<file path="src/rtl/signal_debouncer.sv">
// Synchronizer plus qualify-then-accept debouncer with rise/fall pulses.
// Define SIGNAL_DEBOUNCER_GLITCH_COUNT_EN to add the glitch_count port.
module signal_debouncer #(
  parameter int SYNC_STAGES   = 2,
  parameter int STABLE_CYCLES = 16
) (
  input  logic        clk,
  input  logic        reset,
  input  logic        raw_in,
  output logic        signal,
  output logic        rise,
  output logic        fall,
  output logic        busy
`ifdef SIGNAL_DEBOUNCER_GLITCH_COUNT_EN
  ,
  output logic [15:0] glitch_count
`endif
);

  localparam int CW = $clog2(STABLE_CYCLES + 1);
  localparam logic [CW-1:0] LAST = CW'(STABLE_CYCLES - 1);

  typedef enum logic [1:0] {
    IDLE_LOW,
    QUAL_HIGH,
    IDLE_HIGH,
    QUAL_LOW
  } state_t;

  logic [SYNC_STAGES-1:0] sync_chain_q, sync_chain_d;
  logic                   sync_q;
  state_t                 state_q, state_d;
  logic [CW-1:0]          cnt_q, cnt_d;
  logic                   signal_q, signal_d;
  logic                   rise_q, rise_d;
  logic                   fall_q, fall_d;
  logic                   busy_q, busy_d;

  assign sync_q = sync_chain_q[SYNC_STAGES-1];
  assign sync_chain_d = {sync_chain_q[SYNC_STAGES-2:0], raw_in};

  always_comb begin
    state_d  = state_q;
    cnt_d    = cnt_q;
    signal_d = signal_q;
    rise_d   = 1'b0;
    fall_d   = 1'b0;
    unique case (state_q)
      IDLE_LOW: begin
        if (sync_q) begin
          if (STABLE_CYCLES == 1) begin
            state_d  = IDLE_HIGH;
            signal_d = 1'b1;
            rise_d   = 1'b1;
          end else begin
            state_d = QUAL_HIGH;
            cnt_d   = CW'(1);
          end
        end
      end
      QUAL_HIGH: begin
        if (!sync_q) begin
          state_d = IDLE_LOW;
          cnt_d   = '0;
        end else if (cnt_q == LAST) begin
          state_d  = IDLE_HIGH;
          cnt_d    = '0;
          signal_d = 1'b1;
          rise_d   = 1'b1;
        end else begin
          cnt_d = cnt_q + 1'b1;
        end
      end
      IDLE_HIGH: begin
        if (!sync_q) begin
          if (STABLE_CYCLES == 1) begin
            state_d  = IDLE_LOW;
            signal_d = 1'b0;
            fall_d   = 1'b1;
          end else begin
            state_d = QUAL_LOW;
            cnt_d   = CW'(1);
          end
        end
      end
      QUAL_LOW: begin
        if (sync_q) begin
          state_d = IDLE_HIGH;
          cnt_d   = '0;
        end else if (cnt_q == LAST) begin
          state_d  = IDLE_LOW;
          cnt_d    = '0;
          signal_d = 1'b0;
          fall_d   = 1'b1;
        end else begin
          cnt_d = cnt_q + 1'b1;
        end
      end
    endcase
    busy_d = (state_d == QUAL_HIGH) || (state_d == QUAL_LOW);
  end

  always_ff @(posedge clk) begin
    if (reset) begin
      sync_chain_q <= '0;
      state_q      <= IDLE_LOW;
      cnt_q        <= '0;
      signal_q     <= 1'b0;
      rise_q       <= 1'b0;
      fall_q       <= 1'b0;
      busy_q       <= 1'b0;
    end else begin
      sync_chain_q <= sync_chain_d;
      state_q      <= state_d;
      cnt_q        <= cnt_d;
      signal_q     <= signal_d;
      rise_q       <= rise_d;
      fall_q       <= fall_d;
      busy_q       <= busy_d;
    end
  end

  assign signal = signal_q;
  assign rise   = rise_q;
  assign fall   = fall_q;
  assign busy   = busy_q;

`ifdef SIGNAL_DEBOUNCER_GLITCH_COUNT_EN
  logic        abort;
  logic [15:0] glitch_q, glitch_d;

  // An abort is a qualifying candidate falling back to the held level.
  assign abort = ((state_q == QUAL_HIGH) && !sync_q) ||
                 ((state_q == QUAL_LOW) && sync_q);

  always_comb begin
    glitch_d = glitch_q;
    if (abort && (glitch_q != 16'hFFFF)) glitch_d = glitch_q + 16'd1;
  end

  always_ff @(posedge clk) begin
    if (reset) glitch_q <= '0;
    else       glitch_q <= glitch_d;
  end

  assign glitch_count = glitch_q;
`endif

endmodule

</file>
<file path="config.mk">
export PLATFORM = sky130hd
export DESIGN_NAME = signal_debouncer
export DESIGN_NICKNAME = d
export VERILOG_FILES = /design/src/rtl/signal_debouncer.sv
export SDC_FILE = /design/constraint.sdc
export NUM_CORES = 1
export LEC_CHECK = 0
export CAP_MARGIN = 10
export CORE_AREA = 2 2 39 41
export CTS_BUF_LIST = sky130_fd_sc_hd__clkbuf_2
export DETAILED_ROUTE_END_ITERATION = 8
export DIE_AREA = 0 0 41 43
export MAX_ROUTING_LAYER = met4
export PLACE_DENSITY_LB_ADDON = 0.08
export SETUP_SLACK_MARGIN = 0.15
export SKIP_CTS_REPAIR_TIMING = 1
export SYNTH_ARGS = -nofsm -noshare
export SYNTH_HDL_FRONTEND = slang
export SYNTH_SLANG_ARGS = --single-unit
</file>
<file path="constraint.sdc">
create_clock -name clk -period 3.2 [get_ports clk]
set_input_delay 0.96 -clock clk [delete_from_list [all_inputs] [get_ports clk]]
set_output_delay 0.96 -clock clk [all_outputs]
set_load 0.02 [all_outputs]
</file>
==> impl_metrics.ini, run 1 <==
[sta]
finalHoldViolations = 0
relSlewSlack_pct = 65.4
max_freq_mhz = 420
rsz0062_at_grt = false
finalCritPeriodShare_pct = 74.5
setup_viol = 0
drv_slew = 0
skew_ns = 0.0114
tns_ns = 0
worst-slew-pin-transition_ns = 0.515
finalCriticalPeriod_ns = 2.38

[detailed_routing]
dr_total_vias = 459
routedWlPerCell_um = 12.3
drc = 0
postRouteAntennaNets = 0
drtIter0Drc = 25
drt_wl_total_um = 1010
first_pass_iters = 4
vias_per_cell = 5.60

[finish]
final_cell_mix = dfxtp_1 (12), clkdlybuf4s50_1 (6), nand3_1 (5)
fin_nets = 71
final_common_cell = dfxtp_1
synthToLayoutAreaGrowth_pct = 17.3
drive_above_1_share_pct = 4.55
num_antenna_cells = 0

[logic_synthesis]
netlist_area_um2 = 522
synth_cell_types = 26
syn_avg_cell_area_um2 = 9.00
seq_area_frac_synth_pct = 46.0
synth_nets = 62
synth-seq-cells = 12
synth_area_leaders = dfxtp_1 (46%), nand3_1 (4.8%), o21ai_0 (3.8%)
synth_warnings = 0
syn_inst = 58
synth_top_area_share_pct = 46.0
yosys.area.top_type = dfxtp_1

[cts]
cts_made_buffers = 3
cts_tree = done
htree_levels = 1
cts_buffer_depth = 2
cts_sinks = 12
path_clk_slew_ns = 0.13
root_buffer = clkbuf_2
clk_latency_ns = 0.27

[critical_path]
critPathBufInv = 1
cp.required_ns = 2.24
reg2reg_slack_ns = 1.76
cp_slowest_stage_delay_ns = 0.66
reg2reg_depth = 3
timing.rr.end = cnt_q[2]
cp-start-kind = flip-flop
path_class = reg -> out
crit_slowest_cell = clkdlybuf4s50_1
cp_top_family = buffers and inverters
cp.arrival_ns = 1.42
cp_cell_sequence = clkdlybuf4s50_1
cp_max_fo = 8
crit_start = busy
r2r-start = sync_chain_q[1]
critPathCaptureType = output port

[global_route]
grt_use_total_pct = 14.8
grt_start_max_net_pins = 13
first_global_vias = 418
grt_pass1_wl_um = 1700
gr-total-overflow = 0
antenna_found_initial = 0

[die]
pin_count = 7
dieArea_mm2 = 0.00176
rows = 14
coreArea_mm2 = 0.00138
die_w_um = 41
die_h_um = 43
start_util_pct = 37.7

[worst_hold_path]
holdPathStages = 1
hold_end = sync_chain_q[1]
hold_class = reg -> reg
hold_start = sync_chain_q[0]

[power]
p_total_mw = 0.255
peakVddDrop_uv = 182
leakage_nw = 0.218
p_per_area_mw_per_mm2 = 416

[run_status]
status = finished, final reports clean

[placed_design]
dp_hpwl_um = 701
io_buffers = 6
gp_congestion = 0.830

[job]
drv_cap = 0
==> state kept, by name (all words and copies together) (netlist names) <==
register and flops:
cnt_q 5, rise 1, busy 1, signal 1, sync_chain_q 2, fall 1, state_q 1
==> synth_stat cells <==
cell type,count
inv_1,4
clkbuf_1,1
nor2b_1,3
ha_1,1
nand2b_1,3
buf_2,1
nand2_1,1
nand4_1,2
xnor2_1,1
a21oi_1,3
nor4b_1,1
xor2_1,1
dfxtp_1,12
nor3_1,1
o21ai_0,4
a31oi_1,1
a311o_1,1
o211a_1,1
o311ai_1,1
and3_1,2
o2111ai_1,1
nand3_1,5
nor2_1,2
or4b_1,1
o21bai_1,1
nor4_1,3
==> how the worst max path moves through the flow <==
| stage | slack, ns | cells past startpoint | endpoint |
|---|---|---|---|
| 2_1_floorplan | 1.43 | 3 | cnt_q[2] |
| 3_3_place_gp | 0.87 | 4 | cnt_q[3] |
| 3_5_place_dp | 0.85 | 4 | cnt_q[3] |
| 4_1_cts | 0.82 | 1 | busy |
| 5_1_grt | 0.74 | 1 | busy |
| 6_report | 0.82 | 1 | busy |
==> stage by stage <==
stage	utilization (%)	std cells	cell area [um^2]	hold WS [ns]	setup slack, ns
2_1_floorplan	-	58	522	0.414	1.43
3_3_place_gp	42.9	78	593	0.424	0.873
3_5_place_dp	42.9	78	593	0.445	0.848
4_1_cts	44.2	82	612	0.466	0.819
5_1_grt	44.2	82	612	0.475	0.743
6_report	44.2	82	612	0.461	0.817
==> power breakdown <==
part	internal, mW	switching, mW
combinational	0.00855	0.0103
clock	0.0271	0.0528
sequential	0.153	0.00328
==> layer usage <==
| metal | vias to the layer above | track usage [%] | wire [um] |
|---|---|---|---|
| met3 | 2 | 3.14 | 93 |
| met5 | - | - | 0 |
| met2 | 24 | 19.7 | 431 |
| li1 | 236 | - | - |
| met4 | 0 | 10.0 | 16 |
| met1 | 197 | 19.3 | 465 |
==> final cells by class <==
type | instances | area [um^2]
multi-input combinational | 40 | 258
fill | 131 | 772
clock buffer | 3 | 15.0
sequential | 12 | 240
clock inverter | 1 | 3.75
timing repair buffer | 6 | 60.1
inverter | 4 | 15.0
tap | 16 | 20.0
==> cells by family after synthesis <==
family / count (synthesis) / share of synthesized area, %
simple gates: 24 / 27.1
buf+inv: 6 / 4.55
flops: 12 / 46.0
fa+ha+maj: 1 / 2.40
compound gates: 13 / 16.5
xor+xnor: 2 / 3.36
Power figures use the tool's default switching activity.
==> run 2, diff against run 1 <==
==> constraint.sdc (replaced) <==
create_clock -name clk -period 1.9 [get_ports clk]
set_input_delay 0.57 -clock clk [delete_from_list [all_inputs] [get_ports clk]]
set_output_delay 0.57 -clock clk [all_outputs]
set_load 0.02 [all_outputs]
==> impl_metrics.ini, run 2 (synthesized netlist as in run 1, its figures left out) <==
[run_status]
status = finished, final reports clean

[die]
dieArea_mm2 = 0.00176
rows = 14
die_w_um = 41
pin_count = 7
coreArea_mm2 = 0.00138
start_util_pct = 37.7
die_h_um = 43

[sta]
worst-slew-pin-transition_ns = 0.478
setup_viol = 0
skew_ns = 0.00310
rsz0062_at_grt = false
tns_ns = 0
relSlewSlack_pct = 67.9
holdWs_ns = 0.450
finalHoldViolations = 0
finalCriticalPeriod_ns = 1.52
max_freq_mhz = 657
drv_slew = 0
finalCritPeriodShare_pct = 80.1

[cts]
cts_sinks = 12
htree_levels = 1
cts_made_buffers = 3
cts_buffer_depth = 2
root_buffer = clkbuf_2
cts_tree = done
path_clk_slew_ns = 0.11
clk_latency_ns = 0.26

[global_route]
antenna_found_initial = 0
grt_pass1_wl_um = 1860
grt_start_max_net_pins = 8
grt_use_total_pct = 15.9
first_global_vias = 441
gr-total-overflow = 0

[detailed_routing]
drc = 0
routedWlPerCell_um = 12.1
drt_wl_total_um = 1020
drtIter0Drc = 20
dr_total_vias = 485
vias_per_cell = 5.77
first_pass_iters = 4
postRouteAntennaNets = 0

[worst_hold_path]
hold_start = sync_chain_q[0]
hold_end = sync_chain_q[1]
hold_class = reg -> reg
holdPathStages = 1

[finish]
fin_nets = 73
num_antenna_cells = 0
fin_util_pct = 46.0
final_cells = 84
n_fill_cell = 147
drive_above_1_share_pct = 7.35
reg_top3 = cnt_q (5), sync_chain_q (2)
largest_register_ffs = 5
final_cell_mix = dfxtp_1 (12), nand3_1 (5), inv_1 (4), o21ai_0 (4), dlymetal6s2s_1 (4)
top_register = cnt_q
design_area_um2 = 637
synthToLayoutAreaGrowth_pct = 22.1
final_common_cell = dfxtp_1

[placed_design]
io_buffers = 6
placed_cell_area_um2 = 608
dp_hpwl_um = 743
gp_congestion = 0.749
dp.cells = 80

[critical_path]
cp_max_fo = 6
reg2reg_slack_ns = 0.50
critPathCaptureType = flip-flop
timing.rr.end = cnt_q[2]
cp-start-kind = input port
cp.arrival_ns = 1.70
reg2reg_depth = 3
r2r-start = sync_chain_q[1]
cp.required_ns = 2.07
path_class = in -> reg

[job]
drv_cap = 0

[power]
peakVddDrop_uv = 313
p_per_area_mw_per_mm2 = 666
leakage_nw = 0.300
[run 2: worst max-delay path by stage]
stage / startpoint / cells past startpoint / endpoint / slack (ns)
2_1_floorplan: reset / 3 / cnt_q[2] / 0.52
3_3_place_gp: reset / 4 / cnt_q[3] / 0.15
3_5_place_dp: reset / 4 / cnt_q[3] / 0.11
4_1_cts: signal / 1 / signal / 0.06
5_1_grt: reset / 4 / cnt_q[3] / 0.35
6_report: reset / 4 / cnt_q[3] / 0.38
[run 2: report_power, final]
group	leakage, nW	internal (mW)	switching, mW	total, mW
clock	0.0140	0.0457	0.0819	0.128
sequential	0.0974	0.257	0.00449	0.262
combinational	0.189	0.0159	0.0189	0.0348
[run 2: layout make-up]
cell class | count | area (um^2) | area share [%]
multi-input combinational | 40 | 258 | 40.5
sequential | 12 | 240 | 37.7
timing repair buffer | 8 | 85.1 | 13.4
tap | 16 | 20.0 | 3.14
clock buffer | 3 | 15.0 | 2.36
inverter | 4 | 15.0 | 2.36
clock inverter | 1 | 3.75 | 0.589
[run 2: through the flow]
| stage | power [mW] | setup slack, ns |
|---|---|---|
| 2_1_floorplan | 0.287 | 0.525 |
| 3_3_place_gp | 0.302 | 0.155 |
| 3_5_place_dp | 0.302 | 0.110 |
| 4_1_cts | 0.437 | 0.0578 |
| 5_1_grt | 0.450 | 0.351 |
| 6_report | 0.424 | 0.378 |
[run 2: routing by layer]
layer  vias to the layer above  share of wire (%)  global-route usage [%]
met1                       220                 45                    19.3
li1                        237                  -                       -
met5                         -                  0                       -
met4                         0                1.9                    10.0
met2                        24                 46                    22.2
met3                         4                7.4                    4.71
[run 2: worst max-delay path: stages]
cell             delay [ns]
clkdlybuf4s50_1        0.50
nor2_1                 0.12
or4b_1                 0.43
o311ai_1               0.08
==> run 3, diff against run 2 <==
==> constraint.sdc (replaced) <==
create_clock -name clk -period 1.28 [get_ports clk]
set_input_delay 0.384 -clock clk [delete_from_list [all_inputs] [get_ports clk]]
set_output_delay 0.384 -clock clk [all_outputs]
set_load 0.02 [all_outputs]
==> impl_metrics.ini, run 3 (synthesized netlist as in run 1, its figures left out) <==
[cts]
cts_tree = done
htree_levels = 1
path_clk_slew_ns = 0.12
cts_buffer_depth = 2
root_buffer = clkbuf_2
clk_latency_ns = 0.26
cts_sinks = 12
cts_made_buffers = 3

[global_route]
grt_use_total_pct = 17.2
grt_pass1_wl_um = 2010
grt_start_max_net_pins = 8
antenna_found_initial = 0
first_global_vias = 480
gr-total-overflow = 0

[sta]
max_freq_mhz = 844
drv_slew = 0
finalCriticalPeriod_ns = 1.18
worst-slew-pin-transition_ns = 0.232
rsz0062_at_grt = true
finalCritPeriodShare_pct = 92.5
finalHoldViolations = 0
relSlewSlack_pct = 84.4
setup_viol = 0
skew_ns = 0.00459

[finish]
top_register = cnt_q
n_fill_cell = 122
num_antenna_cells = 0
fin_nets = 84
design_area_um2 = 811
synthToLayoutAreaGrowth_pct = 55.4
drive_above_1_share_pct = 50.6
reg_top3 = cnt_q (5), sync_chain_q (2)
final_common_cell = buf_4
largest_register_ffs = 5
final_cell_mix = buf_4 (12), dfxtp_4 (6), o21ai_0 (4), clkbuf_2 (4), dfxtp_1 (4)

[job]
drv_cap = 0

[worst_hold_path]
hold_class = reg -> reg
hold_end = sync_chain_q[1]
hold_start = sync_chain_q[0]
holdPathStages = 1

[detailed_routing]
met2_length_um = 603
m1WireLength_um = 564
vias_per_cell = 5.73
drtIter0Drc = 10
dr_total_vias = 544
first_pass_iters = 4
wl_met3_um = 68
postRouteAntennaNets = 0
drc = 0
routedWlPerCell_um = 13.2
top_layer = met4
drt_wl_total_um = 1260

[die]
die_h_um = 43
coreArea_mm2 = 0.00138
rows = 14
die_w_um = 41
dieArea_mm2 = 0.00176
start_util_pct = 37.7
pin_count = 7

[power]
p_per_area_mw_per_mm2 = 799
peakVddDrop_uv = 397
leakage_nw = 0.306
p_total_mw = 0.648

[run_status]
status = finished, final reports clean

[critical_path]
reg2reg_slack_ns = 0.1
timing.rr.end = cnt_q[3]
cp.arrival_ns = 1.36
cp-start-kind = flip-flop
r2r-start = sync_chain_q[1]
path_class = reg -> reg
critPathCaptureType = flip-flop
critPathBufInv = 0
crit_slowest_cell = or4b_1
cp_top_family = simple AND/OR/NAND/NOR gates
reg2reg_depth = 3
cp_slowest_stage_delay_ns = 0.47
cp.required_ns = 1.46
cp_cell_sequence = xnor2_4, or4b_1, o311ai_1
cp_max_fo = 4

[placed_design]
gp_congestion = 0.795
io_buffers = 6
placed_cell_area_um2 = 692
dp_hpwl_um = 846
[run 3: cell count changes in the layout (fill, tap and decap cells not counted), sizes merged]
cell           previous run  this run
buf                       2        16
dlymetal6s2s              4         1
clkbuf                    3         4
clkdlybuf4s50             2         1
[run 3: worst register-to-register path, delay by kind of cell (launching register included)]
family | cells | cell delay [ns]
AOI/OAI and AO/OA | 1 | 0.08
DFF | 1 | 0.39
and+or+nand+nor | 1 | 0.47
xor gates and xnor gates | 1 | 0.16
[run 3: how the worst max path moves through the flow]
stage | start | endpoint | slack (ns) | cells after the start
2_1_floorplan | sync_chain_q[1] | cnt_q[3] | 0.11 | 4
3_3_place_gp | reset | cnt_q[3] | -0.26 | 4
3_5_place_dp | reset | cnt_q[3] | -0.31 | 4
4_1_cts | signal | signal | -0.34 | 1
5_1_grt | busy | cnt_q[3] | 0.05 | 4
6_report | sync_chain_q[1] | cnt_q[3] | 0.1 | 3
[run 3: through the flow]
| stage | setup WS [ns] | cells | utilization (%) | TNS [ns] | hold slack [ns] |
|---|---|---|---|---|---|
| final | 0.0954 | 95 | 58.6 | 0 | 0.446 |
| after global routing | 0.0523 | 95 | 58.6 | 0 | 0.467 |
| after CTS | -0.339 | 91 | 51.4 | -1.32 | 0.459 |
| after detailed placement | -0.310 | 87 | 50.0 | -1.28 | 0.429 |
| after global placement | -0.262 | 87 | 50.0 | -1.00 | 0.417 |
| after floorplan | 0.107 | 58 | - | 0 | 0.414 |
[run 3: power breakdown]
group / internal [mW] / switching, mW
logic: 0.0409 / 0.0353
clock network: 0.0679 / 0.124
registers: 0.372 / 0.00754
total: 0.481 / 0.167
[run 3: metal layers]
metal / vias to the layer above / GRT usage [%]
met5: - / -
met4: 0 / 10.0
met3: 4 / 3.14
met2: 21 / 24.1
met1: 260 / 22.4
li1: 259 / -
[run 3: final cells by class]
cell class	count	area (um^2)	share of cell area, %
Clock inverter	1	3.75	0.463
Timing Repair Buffer	19	156	19.3
Tap cell	16	20.0	2.47
Inverter	4	17.5	2.16
Clock buffer	3	15.0	1.85
Sequential cell	12	265	32.7
Multi-Input combinational cell	40	333	41.0
